--- config.mk ---
export PLATFORM = sky130hd
export DESIGN_NAME = wb_retire_queue
export DESIGN_NICKNAME = d
export VERILOG_FILES = /design/src/rtl/wb_retire_queue.sv
export SDC_FILE = /design/constraint.sdc
export NUM_CORES = 1
export LEC_CHECK = 0
export CAP_MARGIN = 20
export CELL_PAD_IN_SITES_DETAIL_PLACEMENT = 1
export CELL_PAD_IN_SITES_GLOBAL_PLACEMENT = 2
export CORE_MARGIN = 1
export CORE_UTILIZATION = 42
export CTS_BUF_LIST = sky130_fd_sc_hd__clkbuf_4 sky130_fd_sc_hd__clkbuf_8 sky130_fd_sc_hd__clkbuf_16
export DETAILED_ROUTE_END_ITERATION = 6
export GPL_TIMING_DRIVEN = 0
export PLACE_DENSITY_LB_ADDON = 0.1
export SLEW_MARGIN = 10
export SYNTH_ARGS = -nofsm -noshare
export SYNTH_HDL_FRONTEND = slang
export SYNTH_SLANG_ARGS = --single-unit
--- constraint.sdc ---
create_clock -name clk -period 15.4 [get_ports clk]
set_input_delay 3.08 -clock clk [delete_from_list [all_inputs] [get_ports clk]]
set_output_delay 3.08 -clock clk [all_outputs]
set_load 0.03 [all_outputs]
--- src/rtl/wb_retire_queue.sv ---
// Dual-lane writeback receiver: in-order FIFO, one retire per cycle
// to the register-file write port and the scoreboard release port.
module wb_retire_queue #(
  parameter int DEPTH = 4,
  parameter int SID_W = 4,
  parameter int XLEN  = 64
) (
  input  logic             clk,
  input  logic             rst_n,
  input  logic             inst0_wb_valid_i,
  input  logic [4:0]       inst0_wb_rd_i,
  input  logic [XLEN-1:0]  inst0_wb_value_i,
  input  logic [SID_W-1:0] inst0_wb_sid_i,
  input  logic             inst1_wb_valid_i,
  input  logic [4:0]       inst1_wb_rd_i,
  input  logic [XLEN-1:0]  inst1_wb_value_i,
  input  logic [SID_W-1:0] inst1_wb_sid_i,
  output logic             stall_inst0_wb_o,
  output logic             stall_inst1_wb_o,
  output logic             rf_we_o,
  output logic [4:0]       rf_waddr_o,
  output logic [XLEN-1:0]  rf_wdata_o,
  output logic             sb_release_valid_o,
  output logic [SID_W-1:0] sb_release_sid_o,
  output logic [31:0]      retire_cnt_o
);

  localparam int AW = $clog2(DEPTH);
  localparam int CW = AW + 1;

  logic [4:0]       rd_q  [DEPTH];
  logic [XLEN-1:0]  val_q [DEPTH];
  logic [SID_W-1:0] sid_q [DEPTH];

  logic [AW-1:0]    wptr_q, wptr_d, rptr_q, rptr_d, wptr1;
  logic [CW-1:0]    count_q, count_d, free;
  logic             stall, acc0, acc1, pop;

  logic             rf_we_q, rel_q;
  logic [4:0]       waddr_q;
  logic [XLEN-1:0]  wdata_q;
  logic [SID_W-1:0] rsid_q;
  logic [31:0]      ret_q, ret_d;

  // Two free slots are reserved so a dual accept can never overflow.
  assign free  = CW'(DEPTH) - count_q;
  assign stall = free < CW'(2);
  assign acc0  = inst0_wb_valid_i && !stall;
  assign acc1  = inst1_wb_valid_i && !stall;
  assign pop   = count_q != '0;
  assign wptr1 = wptr_q + AW'(acc0);

  always_comb begin
    wptr_d  = wptr_q + AW'(acc0) + AW'(acc1);
    rptr_d  = rptr_q + AW'(pop);
    count_d = count_q + CW'(acc0) + CW'(acc1) - CW'(pop);
    ret_d   = ret_q + 32'(pop);
  end

  always_ff @(posedge clk) begin
    if (acc0) begin
      rd_q[wptr_q]  <= inst0_wb_rd_i;
      val_q[wptr_q] <= inst0_wb_value_i;
      sid_q[wptr_q] <= inst0_wb_sid_i;
    end
    if (acc1) begin
      rd_q[wptr1]  <= inst1_wb_rd_i;
      val_q[wptr1] <= inst1_wb_value_i;
      sid_q[wptr1] <= inst1_wb_sid_i;
    end
  end

  always_ff @(posedge clk) begin
    if (!rst_n) begin
      wptr_q  <= '0;
      rptr_q  <= '0;
      count_q <= '0;
      rf_we_q <= 1'b0;
      rel_q   <= 1'b0;
      waddr_q <= '0;
      wdata_q <= '0;
      rsid_q  <= '0;
      ret_q   <= '0;
    end else begin
      wptr_q  <= wptr_d;
      rptr_q  <= rptr_d;
      count_q <= count_d;
      rf_we_q <= pop && (rd_q[rptr_q] != 5'd0);
      rel_q   <= pop;
      ret_q   <= ret_d;
      if (pop) begin
        waddr_q <= rd_q[rptr_q];
        wdata_q <= val_q[rptr_q];
        rsid_q  <= sid_q[rptr_q];
      end
    end
  end

  a_no_ovf: assert property (
    @(posedge clk) disable iff (!rst_n)
    count_q <= CW'(DEPTH));

  assign stall_inst0_wb_o   = stall;
  assign stall_inst1_wb_o   = stall;
  assign rf_we_o            = rf_we_q;
  assign rf_waddr_o         = waddr_q;
  assign rf_wdata_o         = wdata_q;
  assign sb_release_valid_o = rel_q;
  assign sb_release_sid_o   = rsid_q;
  assign retire_cnt_o       = ret_q;

endmodule

After elaboration in Yosys (flattened, before gate mapping)
Memory sizes are Yosys's and may differ from the RTL's. A register that Yosys moved wholly into a read port is not among the register bits. Index checks and enable logic that the tools add are counted.

Multiplexer cells: 5. Magnitude comparators: 1. Reductions and logical operators: 8. Add/subtract/negate cells: 8.

Operator list (number): adder 32 x 1 -> 32 bit (1); adder 2 x 1 -> 2 bit (3); adder 3 x 1 -> 3 bit (2); nonzero test 5 bit (1); 2-to-1 mux 1 bit (4); logical AND 1 bit (3); zero test 1 bit (3); less-than comparator 3 x 2 -> 1 bit (second input constant) (1); nonzero test 3 bit (1); subtractor 3 x 1 -> 3 bit (1); subtractor 3 bit (first input constant) (1); 2-to-1 mux 2 bit (1).

Memories kept: 3. Register bits: 46. Input bits: 150. Word-level logic and storage cells: 32. Bits in writable memories: 292.

Memories: val_q (depth 4, width 64, read ports 1, clocked after memory_dff 1, write ports 2, RTL line 32) `logic [XLEN-1:0] val_q [DEPTH];`; rd_q (depth 4, width 5, read ports 1, clocked after memory_dff 1, write ports 2, RTL line 31) `logic [4:0] rd_q [DEPTH];`; sid_q (depth 4, width 4, read ports 1, clocked after memory_dff 1, write ports 2, RTL line 33) `logic [SID_W-1:0] sid_q [DEPTH];`.

Longest topological paths before layout
Gate-level depths: netlist of run 1.

Depth after elaboration: 7. Gate-level depth with buffers: 12.

Least setup slack after synthesis of run 1
OpenSTA, ideal clock, no wires.

Path kind: input-to-reg. Start: input inst0_wb_valid_i. End: memory rd_q[0][0], enable pin. Path buffers: 0. Stages: 2. Arrival: 8.559 ns. Data required time: 14.788 ns. Setup slack: 6.229 ns. Library setup time: 0.612 ns. Cell sequence: nand2_1 > o31ai_1.

RTL lines: start, declared (RTL line 10) `input logic inst0_wb_valid_i,`; end, declared (RTL line 31).

==> summary.md, run 1 <==
| Metric | Value |
|---|---|
| RSZ-0062 raised after global routing | no |
| Clk network pwr share | 0.239 |
| Register area | 0.0111 mm² |
| R2R Path Start | count_q[1] |
| M3 GR Usage | 0.0449 |
| Crit start category | input port |
| Worst setup endpoint | val_q[0][25] |
| Fmax | 0.165 GHz |
| Async SR Flop Fraction | 0 |
| Max FO, Critical Path | 12 |
| Synth top area share | 0.476 |
| Final Hold Vio Count | 0 |
| Main combinational cell family by area after synthesis | multiplexers |
| Critical Path Stages | 13 |
| Final Slew Violations | 0 |
| TritonCTS Buffers | 47 |
| Pint | 3.39 mW |
| Required @ worst endpoint | 15730 ps |
| Max-Cap Viols | 0 |
| Pwr/cell area | 214 mW/mm² |
| Switching part of the total power | 0.337 |
| Vert. Die Dim | 211 µm |
| Initial antenna violation count | 7 |
| Routed len/inst | 22.9 µm |
| CTS root buffer | clkbuf_16 |
| Mapped cell area | 0.0184 mm² |
| CTS sink cnt | 406 |
| Period minus WS final | 6070 ps |
| Share of power burned in registers | 0.354 |
| Reg2reg setup slack | 11240 ps |
| Drt first-iter violations | 590 |
| Clock latency at the later pin of the worst-skew pair | 570 ps |
| CP delay by family, top | buffers and inverters |
| Via density | 5.34 |
| Standard-cell row count | 76 |
| Max transition margin | 0.327 |
| Fin Setup TNS | 0 ps |
| Mux share of post-synthesis cell area | 0.270 |
| Syn Area/Cell | 14.7 µm² |
| Vias in the first global route | 12677 |
| Comb pwr share | 0.407 |
| Fin Clk Skew | 10.3 ps |
| Slowest stage delay, CP | 770 ps |
| Fin Hold WS | 457 ps |
| Met2 usage | 0.407 |
| Switch Pwr | 1.72 mW |
| Period utilization | 0.394 |
| Register area share after synthesis | 0.600 |
| Post-Synth Simple-Gate Area | 0.0604 |
| Post-Syn Nets | 1412 |
| Clock buffer depth | 3 |
| Total Wirelength | 50500 µm |
| Crit-path cells | clkdlybuf4s50_1, nand2_1, inv_1, ha_1, xnor2_1, nand3b_1, clkbuf_1, buf_2, o31ai_4, buf_8, buf_8, buf_16, buf_16 |
| Resize count post-CTS | 0 |
| Synth Flop Type | edfxtp_1 |
| IO Count | 259 |
| Cell count of the worst reg-to-reg path | 16 |
| Grt ovf | 0 |
| Hpwl dp | 34600 µm |
| Setup violations, final | 0 |
| Slew at the pin closest to its max-slew limit | 1010 ps |
| Hold WC Path Type | flop to flop |
| Area growth, synth to finish | 30.1% |
| Adder-cell share of the synthesized area | 0.00761 |
| Post-Synth XOR/XNOR Area | 0.00761 |
| Area leader, netlist | edfxtp_1 |
| Largest net degree at the start of global routing | 21 |
| Ys Warns | 0 |
| Layout fillers | 4243 |
| GP Congestion | 0.752 |
| Core Area | 0.0432 mm² |
| EDFF count, synth | 292 |
| Synth Area in Compound Gates | 0.0314 |
| Static Leak | 8.15 nW |
| Layout cells sized above 1 | 0.315 |
| Gr busiest metal | met2 |
| Endpoint class of the critical path | flop |
| Area contributors post-synth | edfxtp_1 48%, mux2_2 18%, dfxtp_1 12% |
| Multi-input gate area | 0.00699 mm² |
| Critical Path AT | 6390 ps |
| R2r endpoint | val_q[0][25] |
| Mapped Cells | 1252 |
| Most frequent cells in the layout | 292 x mux2_2, 292 x edfxtp_1, 258 x clkdlybuf4s50_1 |
| Crit path launch | inst0_wb_valid_i |
| First-pass iteration count of the detailed router | 5 |
| CTS tree | yes |
| Die area | 0.0447 mm² |
| CTS H-tree lvls | 2 |
| Initial Utilization | 0.426 |
| Met1 Use GR | 0.280 |
| Synth cell types | 35 |
| Nets@finish | 1742 |
| GRT Overall Usage | 0.228 |
| Vias post-DR | 11776 |
| CP max stage cell | clkbuf_1 |
| Clk pin slew, worst setup/hold paths | 50 ps |
| Port-buffer cells | 258 |
| CP bufs+invs | 8 |
| Yosys reg bits | 406 |
| Die W | 211 µm |
| Worst Setup Path Type | input port to flop |
| Status | finished clean |
| First-pass GRT wire length | 75700 µm |
| Hold-fix buffers, CTS | 0 |
| DRC | 0 |
| Post-CTS setup buffer count | 0 |
| Max VDD drop | 0.000105 V |
| Antenna Nets Post-Route | 0 |
| Tot Pwr | 5.11 mW |
registers in the layout, summed over array words and instances (netlist names):
name                flops
wptr_q                  2
rf_wdata_o             64
rf_waddr_o              5
count_q                 3
val_q                 256
sb_release_sid_o        4
rf_we_o                 1
sid_q                  16
rd_q                   20
retire_cnt_o           32
sb_release_valid_o      1
rptr_q                  2
per-stage QoR:
stage	cell area, µm²	setup slack (ps)	utilization	std cells
global placement	21700	-5.45	0.503	2095
global route	23900	9160	0.555	2206
detailed placement	22200	8770	0.515	2118
floorplan	18400	6230	-	1252
finish	23900	9330	0.555	2207
CTS	23900	9360	0.555	2205
Yosys cell counts (6+ instances only):
cell type	instances
edfxtp_1	292
mux2_2	292
nand2_1	161
dfxtp_1	114
a21oi_1	89
mux4_2	73
clkbuf_1	48
buf_2	31
nor2_1	14
inv_1	13
nand3_1	11
nand4_1	10
o21ai_0	10
o31ai_1	10
xnor2_1	10
or4_1	9
ha_1	8
or3_1	8
and2_1	7
xor2_1	6
how the worst min path moves through the flow:
stage	from	cells after the start	endpoint	slack (ps)
after floorplan	count_q[2]	2	count_q[2]	480
after global placement	rf_waddr_o[4]	2	rf_waddr_o[4]	440
after detailed placement	rf_wdata_o[51]	2	rf_wdata_o[51]	450
after CTS	rf_wdata_o[51]	2	rf_wdata_o[51]	460
after global routing	rf_wdata_o[53]	2	rf_wdata_o[53]	480
final	rf_wdata_o[48]	2	rf_wdata_o[48]	460
final cells by class:
| class | instances | area share |
|---|---|---|
| diodes | 2 | 0.000209 |
| plain buffers | 83 | 0.0153 |
| clock buffers | 69 | 0.0596 |
| clock inverters | 18 | 0.0121 |
| inverters | 13 | 0.00204 |
| multi-input cells | 750 | 0.292 |
| flip-flops and latches | 406 | 0.461 |
| well taps | 585 | 0.0306 |
| repair buffers | 281 | 0.127 |
power by group through the flow:
stage | combinational (mW) | sequential, mW | clock, mW
3_3_place_gp | 1.91 | 1.97 | 0
4_1_cts | 2.12 | 1.82 | 1.24
5_1_grt | 2.23 | 1.84 | 1.28
3_5_place_dp | 2.10 | 1.83 | 0
2_1_floorplan | 1.05 | 2.06 | 0
6_report | 2.08 | 1.81 | 1.22
logic make-up after synthesis:
family	count (synthesis)
flip-flops	406
multiplexers	369
AND/OR/NAND/NOR	245
AO/OA/AOI/OAI	110
buffers and inverters	96
XOR/XNOR	16
adder cells (fa/ha/maj)	10
worst reg2reg max path, stage by stage, from the launching register on:
cell	delay (ps)
dfxtp_1	350
inv_1	90
ha_1	190
ha_1	280
nand2b_1	90
nand2_1	250
inv_1	100
ha_1	230
xnor2_1	160
nand3b_1	140
clkbuf_1	770
buf_2	460
o31ai_4	160
buf_8	180
buf_8	150
buf_16	170
buf_16	160
metal layers:
metal	vias up	wire [µm]
met3	73	2450
li1	5431	-
met2	235	25900
met1	6027	21200
met4	10	890
met5	-	74
No activity file was read; power rests on OpenSTA's default activity.
==> run 2: changes to the inputs <==
- CORE_UTILIZATION: 42 -> 39
- clock period: 15.4 -> 6 ns (I/O delays scaled with it)
==> run 2 against run 1 <==
- register-to-register slack worse by 9400 ps
- non-clock buffer count is the same
- critical path type unchanged
- wire length increased by 1.3%
- flip-flop and latch count stayed put
- clock-buffer cell count fell by 5
- sequential share of layout area increased by 0.35 points
- cell area fell by 0.76%
==> summary.md, run 2 (same netlist as run 1, synthesis figures left out) <==
| Metric | Value |
|---|---|
| GP Congestion | 0.732 (-2.6%) |
| Period minus WS final | 4270 ps |
| Post-CTS setup buffer count | 0 (unchanged) |
| Max transition margin | 0.336 (+0.00860) |
| Crit-path cells | clkdlybuf4s50_1, nand2_1, inv_1, ha_1, xor2_1, nand3_1, clkbuf_1, buf_2, o21ai_4, buf_16, buf_12, buf_16 |
| Slew at the pin closest to its max-slew limit | 996 ps (-12.9 ps) |
| Initial Utilization | 0.395 (-0.0310) |
| RSZ-0062 raised after global routing | no |
| Die W | 219 µm (+3.7%) |
| First-pass GRT wire length | 76300 µm (+0.78%) |
| Static Leak | 8.06 nW (-1.0%) |
| Inst Count DP | 2140 (+1.0%) |
| Via density | 5.25 (-1.6%) |
| Largest register by flop count | val_q |
| CTS sink cnt | 406 (unchanged) |
| Max VDD drop | 0.000246 V (+130%) |
| CTS tree | yes |
| Vert. Die Dim | 219 µm (+3.7%) |
| Status | finished clean |
| Grt ovf | 0 (unchanged) |
| Share of power burned in registers | 0.364 (+0.010) |
| Area growth, synth to finish | 29.1% |
| Nets@finish | 1742 (unchanged) |
| Final worst slack | 1730 ps (-7600 ps) |
| Drt first-iter violations | 486 (-18%) |
| Port-buffer cells | 258 (unchanged) |
| Vias post-DR | 11711 (-0.55%) |
| Max-Cap Viols | 0 (unchanged) |
| Pwr/cell area | 536 mW/mm² (+150%) |
| Fin Setup TNS | 0 ps (unchanged) |
| Die area | 0.0481 mm² (+7.6%) |
| First-pass iteration count of the detailed router | 4 (-1) |
| Pint | 8.34 mW (+150%) |
| Critical Path AT | 4600 ps (-1790 ps) |
| Routed len/inst | 23.0 µm (+0.29%) |
| Max FO, Critical Path | 16 (+4) |
| Dpl ws | 1100 ps (-7670 ps) |
| Hpwl dp | 34900 µm (+0.80%) |
| Endpoint class of the critical path | flop |
| Final Hold Vio Count | 0 (unchanged) |
| Final std cells w/o fill | 2230 (+1.0%) |
| CP max stage cell | clkbuf_1 |
| Worst Setup Path Type | input port to flop |
| Comb pwr share | 0.415 (+0.008) |
| CTS H-tree lvls | 2 (unchanged) |
| Hold WC Path Type | flop to flop |
| Most common cell on crit path | buf_16 |
| Slowest stage delay, CP | 720 ps (-50 ps) |
| CTS root buffer | clkbuf_16 |
| Vias in the first global route | 12519 (-1.2%) |
| Final Slew Violations | 0 (unchanged) |
| Crit start category | input port |
| Largest register FFs | 256 (unchanged) |
| Total Wirelength | 51200 µm (+1.3%) |
| Fmax | 0.234 GHz |
| Period utilization | 0.712 |
| Resize count post-CTS | 0 (unchanged) |
| Initial antenna violation count | 6 (-1) |
| Switching part of the total power | 0.346 (+0.00932) |
| Core Area | 0.0466 mm² (+7.8%) |
| IO Count | 259 (unchanged) |
| DRC | 0 (unchanged) |
| GRT Overall Usage | 0.215 (-0.0127) |
| Most frequent cells in the layout | 292 x mux2_2, 292 x edfxtp_1, 258 x clkdlybuf4s50_1 |
| Setup violations, final | 0 (unchanged) |
| Fin Clk Skew | 15.5 ps (+5.21 ps) |
| Clock buffer depth | 3 (unchanged) |
| Hold-fix buffers, CTS | 0 (unchanged) |
| Switch Pwr | 4.41 mW (+160%) |
| Required @ worst endpoint | 6330 ps (-9400 ps) |
| Standard-cell row count | 79 (+3.9%) |
| Clk pin slew, worst setup/hold paths | 60 ps (about the same) |
| Layout cells sized above 1 | 0.313 (-0.00204) |
| Clk network pwr share | 0.220 (-0.019) |
| Antenna Nets Post-Route | 0 (unchanged) |
| TritonCTS Buffers | 47 (unchanged) |
| Largest net degree at the start of global routing | 20 (-4.8%) |
| Clock latency at the later pin of the worst-skew pair | 580 ps (about the same) |
[run 2: changes by cell type in the layout (fill, tap and decap cells not counted), sizes merged]
cell,change
inv,+1
bufinv,-6
clkinv,+13
clkinvlp,-2
clkbuf,-5
[run 2: final cells by class]
cell class,instances,area [µm²]
well taps,607,759
multi-input cells,750,6990
clock buffers,64,1340
flip-flops and latches,406,11100
fillers,4553,22800
diodes,2,5.00
clock inverters,24,174
plain buffers,83,365
repair buffers,281,3030
inverters,13,48.8
[run 2: path summary, 6_finish.rpt]
| kind | from | to | slack (ps) | cells after the start |
|---|---|---|---|---|
| max reg2reg | count_q[1] | val_q[3][40] | 1810 | 15 |
| min | rf_waddr_o[4] | rf_waddr_o[4] | 450 | 2 |
| max | inst0_wb_valid_i | val_q[3][40] | 1730 | 12 |
| min reg2reg | rf_waddr_o[4] | rf_waddr_o[4] | 450 | 2 |
[run 2: power groups by stage]
stage / Clock, mW / Sequential (mW) / Combinational [mW]
final: 2.81 / 4.65 / 5.29
after global routing: 2.97 / 4.74 / 5.70
after CTS: 2.88 / 4.67 / 5.42
after detailed placement: 0 / 4.72 / 5.38
after global placement: 0 / 4.99 / 4.91
after floorplan: 0 / 5.26 / 2.69
[run 2: layer usage]
metal / up-vias / part of all wire / GRT usage
met2: 225 / 0.51 / 0.378
met4: 8 / 0.021 / 0.0618
li1: 5446 / - / -
met1: 5956 / 0.42 / 0.265
met5: - / 0.0011 / 0
met3: 76 / 0.048 / 0.0445
[run 2: through the flow]
stage | util | total power [mW] | hold WS, ps | cell area [µm²]
after floorplan | - | 7.96 | 484 | 18400
after global placement | 0.467 | 9.90 | 443 | 21700
after detailed placement | 0.478 | 10.1 | 446 | 22200
after CTS | 0.510 | 13.0 | 452 | 23800
after global routing | 0.510 | 13.4 | 478 | 23800
final | 0.510 | 12.8 | 451 | 23800
[run 2: critical path, delay by kind of cell]
family	cells	cell delay (ps)
xor+xnor	1	220
compound gates	1	260
buf+inv	7	2280
fa+ha+maj	1	230
simple gates	2	370
==> run 3: changes to the inputs <==
- CORE_UTILIZATION: 39 -> 35
- clock period: 6 -> 3.8 ns (I/O delays scaled with it)
==> run 3 against run 2 <==
- critical path depth increased by 3
- utilization is 4.5 points lower
- cell count increased by 3.4%
- critical endpoint is now val_q[0][24]
- setup slack worse by 1500 ps
- highest routed layer unchanged
- first-iteration DRC count up 37%
- cell area up 1.1%
- clock skew grew 5.3 ps
- non-clock buffer count increased by 6
==> summary.md, run 3 (same netlist as run 1, synthesis figures left out) <==
| Metric | Value |
|---|---|
| Initial Utilization | 0.357 (-0.0387) |
| Dpl ws | -742 ps (-1840 ps) |
| Register area | 0.0111 mm² (unchanged) |
| Multi-input gate area | 0.00700 mm² (+0.14%) |
| Final worst slack | 226 ps (-1500 ps) |
| Most frequent cells in the layout | 292 x mux2_2, 292 x edfxtp_1, 258 x clkdlybuf4s50_1 |
| Die area | 0.0535 mm² (+11%) |
| Fmax | 0.280 GHz |
| Max transition margin | 0.333 (-0.00272) |
| IO Count | 259 (unchanged) |
| Required @ worst endpoint | 4140 ps (-2190 ps) |
| CTS tree | yes |
| Share of power burned in registers | 0.359 (-0.005) |
| Final std cells w/o fill | 2306 (+3.4%) |
| Largest net degree at the start of global routing | 19 (-5.0%) |
| Vias in the first global route | 12736 (+1.7%) |
| Grt ovf | 0 (unchanged) |
| First-pass iteration count of the detailed router | 5 (+1) |
| Hold-fix buffers, CTS | 0 (unchanged) |
| Initial antenna violation count | 6 (unchanged) |
| DRC | 0 (unchanged) |
| Layout fillers | 5155 (+13%) |
| Period minus WS final | 3570 ps |
| Final Slew Violations | 0 (unchanged) |
| Clock latency at the later pin of the worst-skew pair | 590 ps (about the same) |
| Hpwl dp | 36500 µm (+4.6%) |
| Via density | 5.08 (-3.2%) |
| Reg2reg setup slack | 230 ps (-1580 ps) |
| Static Leak | 8.15 nW (+1.1%) |
| Tot Pwr | 20.5 mW (+61%) |
| Pint | 13.4 mW (+60%) |
| Vert. Die Dim | 231 µm (+5.5%) |
| Routed len/inst | 22.9 µm (-0.15%) |
| Post-route cell area | 0.0240 mm² (+1.1%) |
| Antenna Nets Post-Route | 0 (unchanged) |
| First-pass GRT wire length | 79800 µm (+4.7%) |
| CTS H-tree lvls | 2 (unchanged) |
| Fin Setup TNS | 0 ps (unchanged) |
| Inst Count DP | 2216 (+3.6%) |
| GP Congestion | 0.728 (-0.59%) |
| CTS root buffer | clkbuf_16 |
| Crit start category | flop |
| Max-Cap Viols | 0 (unchanged) |
| Standard-cell row count | 83 (+5.1%) |
| Clock buffer depth | 3 (unchanged) |
| Critical Path AT | 3920 ps (-680 ps) |
| Period utilization | 0.941 |
| Max FO, Critical Path | 11 (-5) |
| Nets@finish | 1748 (+0.34%) |
| Largest register FFs | 256 (unchanged) |
| Area growth, synth to finish | 30.5% |
| Hold WC Path Type | flop to flop |
| Clk network pwr share | 0.220 (about the same) |
| Port-buffer cells | 258 (unchanged) |
| Switching part of the total power | 0.346 (about the same) |
| Setup violations, final | 0 (unchanged) |
| Final Hold Vio Count | 0 (unchanged) |
| Slew at the pin closest to its max-slew limit | 1000 ps (+4.09 ps) |
| Core Area | 0.0516 mm² (+11%) |
| Layout cells sized above 1 | 0.322 (+0.00969) |
| Placed inst area | 0.0224 mm² (+0.89%) |
| Drt first-iter violations | 666 (+37%) |
| Clk pin slew, worst setup/hold paths | 60 ps (about the same) |
| Worst Setup Path Type | flop to flop |
| Status | finished clean |
| RSZ-0062 raised after global routing | no |
| Endpoint class of the critical path | flop |
| Max VDD drop | 0.000419 V (+71%) |
| Pwr/cell area | 852 mW/mm² (+59%) |
| Comb pwr share | 0.421 (+0.006) |
| Total Wirelength | 52900 µm (+3.3%) |
| CTS sink cnt | 406 (unchanged) |
| Vias post-DR | 11725 (+0.12%) |
| Switch Pwr | 7.09 mW (+61%) |
| GRT Overall Usage | 0.201 (-0.0144) |
| Largest register by flop count | val_q |
| Die W | 231 µm (+5.5%) |
| TritonCTS Buffers | 47 (unchanged) |
| Fin Clk Skew | 20.9 ps (+5.34 ps) |
[run 3: cell types whose count changed in the layout (fill, tap and decap cells not counted), moves of 3 or more]
cell | before | now
clkbuf_4 | 13 | 23
clkinv_1 | 9 | 2
buf_16 | 7 | 13
buf_4 | 2 | 6
buf_8 | 13 | 9
clkbuf_1 | 48 | 44
clkinv_2 | 11 | 7
clkbuf_8 | 3 | 6
[run 3: final cells by class]
type | count | share of cell area
Tap cell | 680 | 0.0354
Multi-Input combinational cell | 750 | 0.291
Inverter | 13 | 0.00203
Buffer | 83 | 0.0158
Antenna cell | 1 | 0.000104
Clock buffer | 74 | 0.0597
Sequential cell | 406 | 0.460
Timing Repair Buffer | 287 | 0.132
Clock inverter | 12 | 0.00406
[run 3: worst paths after layout]
path	start	end	cells past startpoint
max	count_q[0]	val_q[0][24]	15
min	rf_waddr_o[4]	rf_waddr_o[4]	2
max reg2reg	count_q[0]	val_q[0][24]	15
min reg2reg	rf_waddr_o[4]	rf_waddr_o[4]	2
[run 3: what timing repair did]
item	in CTS	in global routing
endpoints found under the setup margin	398	65
setup buffers	3	0
gates resized for setup	7	5
[run 3: critical path: stages (launching register included)]
cell and delay (ps):
dfxtp_1 360, inv_1 60, ha_1 190, ha_1 270, nand2b_1 110, nand2_2 190
inv_1 100, ha_1 250, xnor2_1 170, nand3b_1 130, clkbuf_4 330, buf_2 410
o31ai_4 240, buf_16 220, buf_16 160, buf_16 150
[run 3: power groups by stage]
stage	combinational (mW)	sequential [mW]	clock [mW]
2_1_floorplan	4.26	8.23	0
3_3_place_gp	7.92	7.76	0
3_5_place_dp	8.73	7.45	0
4_1_cts	8.81	7.37	4.62
5_1_grt	9.28	7.50	4.78
6_report	8.62	7.34	4.51
[run 3: routing by layer]
layer  part of all wire  wire (µm)  vias up  global-route usage
met5             0.0011         58        -                   0
met4              0.017        907        8              0.0540
met3              0.050       2630       75              0.0431
met2               0.51      26800      239               0.348
met1               0.43      22500     5934               0.251
li1                   -          -     5469                   -
[run 3: metrics by stage]
step | hold slack, ps | util
4_1_cts | 459 | 0.465
3_3_place_gp | 444 | 0.423
6_report | 454 | 0.466
5_1_grt | 478 | 0.466
3_5_place_dp | 453 | 0.435
2_1_floorplan | 484 | -
==> RTL edit 1 (settings of run 2) <==
Make the reset (`rst_n`) asynchronous in one clocked block.
--- a/src/rtl/wb_retire_queue.sv
+++ b/src/rtl/wb_retire_queue.sv
@@ -71,5 +71,5 @@
   end
 
-  always_ff @(posedge clk) begin
+  always_ff @(posedge clk or negedge rst_n) begin
     if (!rst_n) begin
       wptr_q  <= '0;
Function: differs if rst_n is asserted again (counterexample within 4 cycles, from zero or initial values and one cycle with rst_n low); with rst_n held inactive, the same outputs for 4 cycles.
==> RTL edit 1 against run 2 <==
Total power increased by 17%; utilization about the same; clock skew increased by 2.8 ps; cell area increased by 2.3%; via count decreased by 4.5%; setup slack improved by 520 ps; sequential cell count unchanged; routed wire length decreased by 1.6%; area after synthesis increased by 2.3%; largest power group unchanged.
==> RTL edit 1: results (changes against run 2) <==
Pwr
  – VDD IR max: 253 uV (+2.8%)
  – Cell leakage power: 9.28 nW (+15%)

Synthesis
  – Sequential area share after synthesis: 61.7% (+1.7 points)
  – Ranking of synthesized cells by area: edfxtp_1 (47%), dfrtp_1 (15%), mux2_2 (14%), mux4_2 (8.7%), mux2_4 (4.7%)
  – Post-synthesis compound-gate area fraction: 0.159% (-3.0 points)
  – Post-Synth Adder-Cell Area: 0.744% (-0.017 points)
  – Xor and xnor area share after synthesis: 1.67% (+0.91 points)
  – Synthesized area per cell: 15.9 um^2 (+8.2%)
  – Unique masters post-synth: 32 (-8.6%)
  – Syn_nets: 1344 (-4.8%)
  – Synth top cells by count: edfxtp_1 (292), mux2_2 (233), nand2_1 (232), dfrtp_1 (114), mux4_2 (73)
  – Mux share of post-synthesis cell area: 27.4% (+0.36 points)
  – Yosys Warn Count: 0 (unchanged)

Final layout
  – Fraction of layout instances using a drive strength above 1: 33.5% (+2.2 points)
  – Final-layout fill cell count: 4583 (+0.66%)
  – Final nets: 1673 (-4.0%)

Timing
  – Worst Skew: 18.4 ps (+2.81 ps)
  – Hold Worst Slack: 467 ps (+15.7 ps)

GRT
  – GR Util met2: 36.4% (-1.4 points)
  – Number of global-route vias before repair: 12333 (-1.5%)
  – GR Layer Usage met1: 26.8% (+0.28 points)
  – Grt met3 use: 3.63% (-0.82 points)
  – Largest net degree at the start of global routing: 74 (+270%)
  – Total GRT Usage: 20.9% (-0.59 points)

Clock network
  – Htree depth: 2 (unchanged)

Setup path
  – Reg2Reg Depth: 14 (-1)
  – Worst Setup Start Kind: register
  – Reg-to-reg endpoint: val_q[0][6]
  – Worst EP arrival: 4020 ps (-580 ps)
  – Max incr delay on CP: 410 ps (-310 ps)
  – Crit-path max FO: 12 (-4)
  – Worst r2r src: count_q[1]
  – Crit path max-delay cell type: or3_1
  – R2R setup slack: 2260 ps (+450 ps)

Placement
  – Hpwl dp: 34100 um (-2.2%)
  – Routability congestion estimate: 0.772 (+5.5%)
  – Placed Area: 22700 um^2 (+1.9%)
  – Place WS: 1650 ps (+551 ps)
  – Placed Instances: 2079 (-2.9%)

Route
  – Via count: 11180 (-4.5%)
  – Routed length on met2: 25800 um (-1.8%)
  – Routed length on met3: 1960 um (-20%)
  – First-pass iteration count of the detailed router: 6 (+2)
  – Wire per inst: 23.2 um (+1.3%)
  – Routed wire length: 50400 um (-1.6%)
  – Initial DRC count: 483 (-0.62%)

Hold path
  – Hold_sp: rf_wdata_o[56]
  – Hold endpoint: rf_wdata_o[56]

Status
  – Status: completed
## RTL edit 1: changes by cell type in the layout (fill, tap and decap cells not counted), moves of 59 or more
| cell | run 2 | this run |
|---|---|---|
| dfrtp_1 | 0 | 114 |
| mux2_4 | 0 | 59 |
| nand2_1 | 161 | 232 |
| a21oi_1 | 89 | 1 |
| mux2_2 | 292 | 233 |
| dfxtp_1 | 114 | 0 |
## RTL edit 1: kinds of logic after synthesis
family	after synthesis
flops	406
mux	365
fa+ha+maj	10
compound gates	5
buf+inv	80
xor+xnor	36
simple gates	282
## RTL edit 1: how the worst max path moves through the flow
stage	to	slack, ps	depth (start not counted)
floorplan	rd_q[0][0]	-1290	2
global placement	val_q[0][20]	-7610	3
detailed placement	val_q[0][7]	1650	12
CTS	val_q[0][6]	2200	15
global route	val_q[0][7]	2020	14
finish	val_q[0][6]	2260	14
## RTL edit 1: area by class of cell
| type | count | area, um^2 | share of cell area, % |
|---|---|---|---|
| inverters | 12 | 45.0 | 0.185 |
| clock inverters | 14 | 165 | 0.679 |
| repair buffers | 280 | 3020 | 12.4 |
| flip-flops and latches | 406 | 11600 | 47.8 |
| diodes | 2 | 5.00 | 0.0206 |
| well taps | 615 | 769 | 3.16 |
| multi-input cells | 698 | 6860 | 28.2 |
| clock buffers | 73 | 1490 | 6.12 |
| plain buffers | 68 | 354 | 1.46 |
## RTL edit 1: critical path, delay by kind of cell, from the launching register on
family	cells	cell delay [ps]
AO/OA/AOI/OAI	1	180
adder cells (fa/ha/maj)	3	820
buffers and inverters	7	1310
flip-flops	1	370
AND/OR/NAND/NOR	3	760
## RTL edit 1: where the power goes
part           internal (mW)  leakage (nW)  switching (mW)
Combinational           3.03          4.34            3.58
Clock                   1.87         0.834            1.15
Sequential              4.81          4.10           0.468
Total                   9.71          9.28            5.19
==> RTL edit 2 (flow settings as in run 2) <==
Made on the original files. The parameter `SID_W` goes from 4 to 6.
--- a/src/rtl/wb_retire_queue.sv
+++ b/src/rtl/wb_retire_queue.sv
@@ -3,5 +3,5 @@
 module wb_retire_queue #(
   parameter int DEPTH = 4,
-  parameter int SID_W = 4,
+  parameter int SID_W = 6,
   parameter int XLEN  = 64
 ) (
Interface: changed (resized inst0_wb_sid_i, inst1_wb_sid_i and sb_release_sid_o); port bits go from 259 to 265. The function was not compared with the original's and may differ.
==> RTL edit 2 against run 2 <==
Global-route usage increased by 0.26 points; final cell count increased by 1.4%; clock power increased by 6%; cell area increased by 2.2%; critical path depth decreased by 1; setup slack improved by 73 ps; register-to-register slack about the same; total power increased by 2.8%; area after synthesis increased by 2.5%; routed wire length increased by 3.5%; sequential cell count increased by 10; critical endpoint is now val_q[0][19].
==> RTL edit 2: results (changes against run 2) <==
Pwr
  – Cell leakage power: 8.25 nW (+2.3%)
  – Combinational group power: 5.34 mW (+0.9%)
  – Sequential power share: 36.6% (+0.2 points)
  – Pint: 8.62 mW (+3.4%)
  – Comb power frac: 40.8% (-0.7 points)
  – VDD IR max: 230 uV (-6.4%)

Route
  – Via count: 11957 (+2.1%)
  – WL met1: 22800 um (+6.4%)
  – Routed wire length: 53000 um (+3.5%)
  – Routed length on met3: 2140 um (-13%)
  – Wire per inst: 23.4 um (+2.0%)
  – First-pass iteration count of the detailed router: 5 (+1)
  – Initial DRC count: 606 (+25%)
  – Routed length on met2: 27100 um (+3.2%)

Status
  – Status: completed

GRT
  – First-pass GRT wire length: 80300 um (+5.3%)
  – Initial antenna violation count: 7 (+1)
  – Largest net degree at the start of global routing: 47 (+140%)
  – Number of global-route vias before repair: 13102 (+4.7%)
  – Total GRT Usage: 21.8% (+0.26 points)

Placement
  – Placed Area: 22700 um^2 (+1.9%)
  – Place WS: 1170 ps (+70.3 ps)
  – Placed Instances: 2173 (+1.5%)
  – Hpwl dp: 36300 um (+4.3%)
  – # port buffers: 264 (+2.3%)
  – Routability congestion estimate: 0.741 (+1.2%)

Setup path
  – Worst EP arrival: 4530 ps (-70 ps)
  – Crit-path max FO: 13 (-3)
  – Max incr delay on CP: 760 ps (+40 ps)
  – Reg2Reg Depth: 14 (-1)
  – Worst setup path endpoint: val_q[0][19]

Timing
  – Relative slew slack: 36.1% (+2.6 points)
  – Worst Skew: 14.0 ps (-1.53 ps)
  – Worst Slack Setup Final: 1800 ps (+73.5 ps)

Synthesis
  – Unique masters post-synth: 43 (+23%)
  – Ranking of synthesized cells by area: edfxtp_1 (48%), mux2_2 (18%), dfxtp_1 (12%), mux4_2 (9.0%), nand2_1 (3.3%)
  – Post-synth EDFFs: 300 (+2.7%)
  – Post-synthesis compound-gate area fraction: 3.25% (+0.11 points)
  – Xor and xnor area share after synthesis: 0.789% (+0.028 points)
  – Synth top cells by count: edfxtp_1 (300), mux2_2 (300), nand2_1 (165), dfxtp_1 (116), a21oi_1 (92)
  – Mux share of post-synthesis cell area: 26.9% (-0.097 points)
  – Post-Synth Adder-Cell Area: 0.743% (-0.018 points)
  – Post-synthesis instance total: 1278 (+2.1%)
  – FFs w/ async S/R, synth: 0% (unchanged)
  – Sequential area share after synthesis: 60.1% (about the same)
  – Syn_nets: 1442 (+2.1%)

Final layout
  – Final-layout fill cell count: 4732 (+3.9%)
  – Final nets: 1771 (+1.7%)
  – Fraction of layout instances using a drive strength above 1: 31.5% (+0.23 points)

Clock network
  – Deepest clock path buffer count: 3 (unchanged)
  – CTS resizes: 0 (unchanged)
  – Worst-Skew Late Latency: 580 ps (about the same)
  – Clk root buf: clkbuf_16

Hold path
  – Worst hold path type: register to register
==> RTL edit 2: cell count changes in the layout (fill, tap and decap cells not counted), moves of 7 or more <==
cell             run 2  this run
clkbuf_1            48        38
mux2_2             292       300
buf_1                1        15
clkinv_1             9         2
edfxtp_1           292       300
buf_8               13         6
==> RTL edit 2: kinds of logic (layout without fill, tap and decap cells) <==
family	Yosys count	count (layout)
AOI/OAI and AO/OA	115	115
and+or+nand+nor	246	246
muxes	376	376
buffers and inverters	98	464
DFF	416	416
xor gates and xnor gates	17	17
other	0	3
adders and majority gates	10	10
==> RTL edit 2: area by class of cell <==
class	count	area (um^2)	share of cell area, %
Antenna cell	3	7.51	0.0309
Buffer	84	383	1.58
Clock buffer	72	1430	5.89
Clock inverter	14	168	0.690
Inverter	14	52.6	0.216
Multi-Input combinational cell	764	7140	29.4
Sequential cell	416	11300	46.7
Tap cell	615	769	3.17
Timing Repair Buffer	280	3000	12.4
==> RTL edit 2: worst min path at each step <==
stage	cells past startpoint	slack [ps]	end	from
finish	2	450	rf_waddr_o[4]	rf_waddr_o[4]
global route	2	480	rf_wdata_o[0]	rf_wdata_o[0]
CTS	2	450	rf_waddr_o[4]	rf_waddr_o[4]
detailed placement	2	450	rf_waddr_o[4]	rf_waddr_o[4]
global placement	2	440	rf_waddr_o[4]	rf_waddr_o[4]
floorplan	2	480	count_q[2]	count_q[2]
==> RTL edit 2: layer usage <==
| metal | vias up | GRT usage [%] |
|---|---|---|
| li1 | 5542 | - |
| met1 | 6104 | 27.0 |
| met2 | 232 | 38.8 |
| met3 | 71 | 3.79 |
| met4 | 8 | 5.85 |
| met5 | - | 0 |
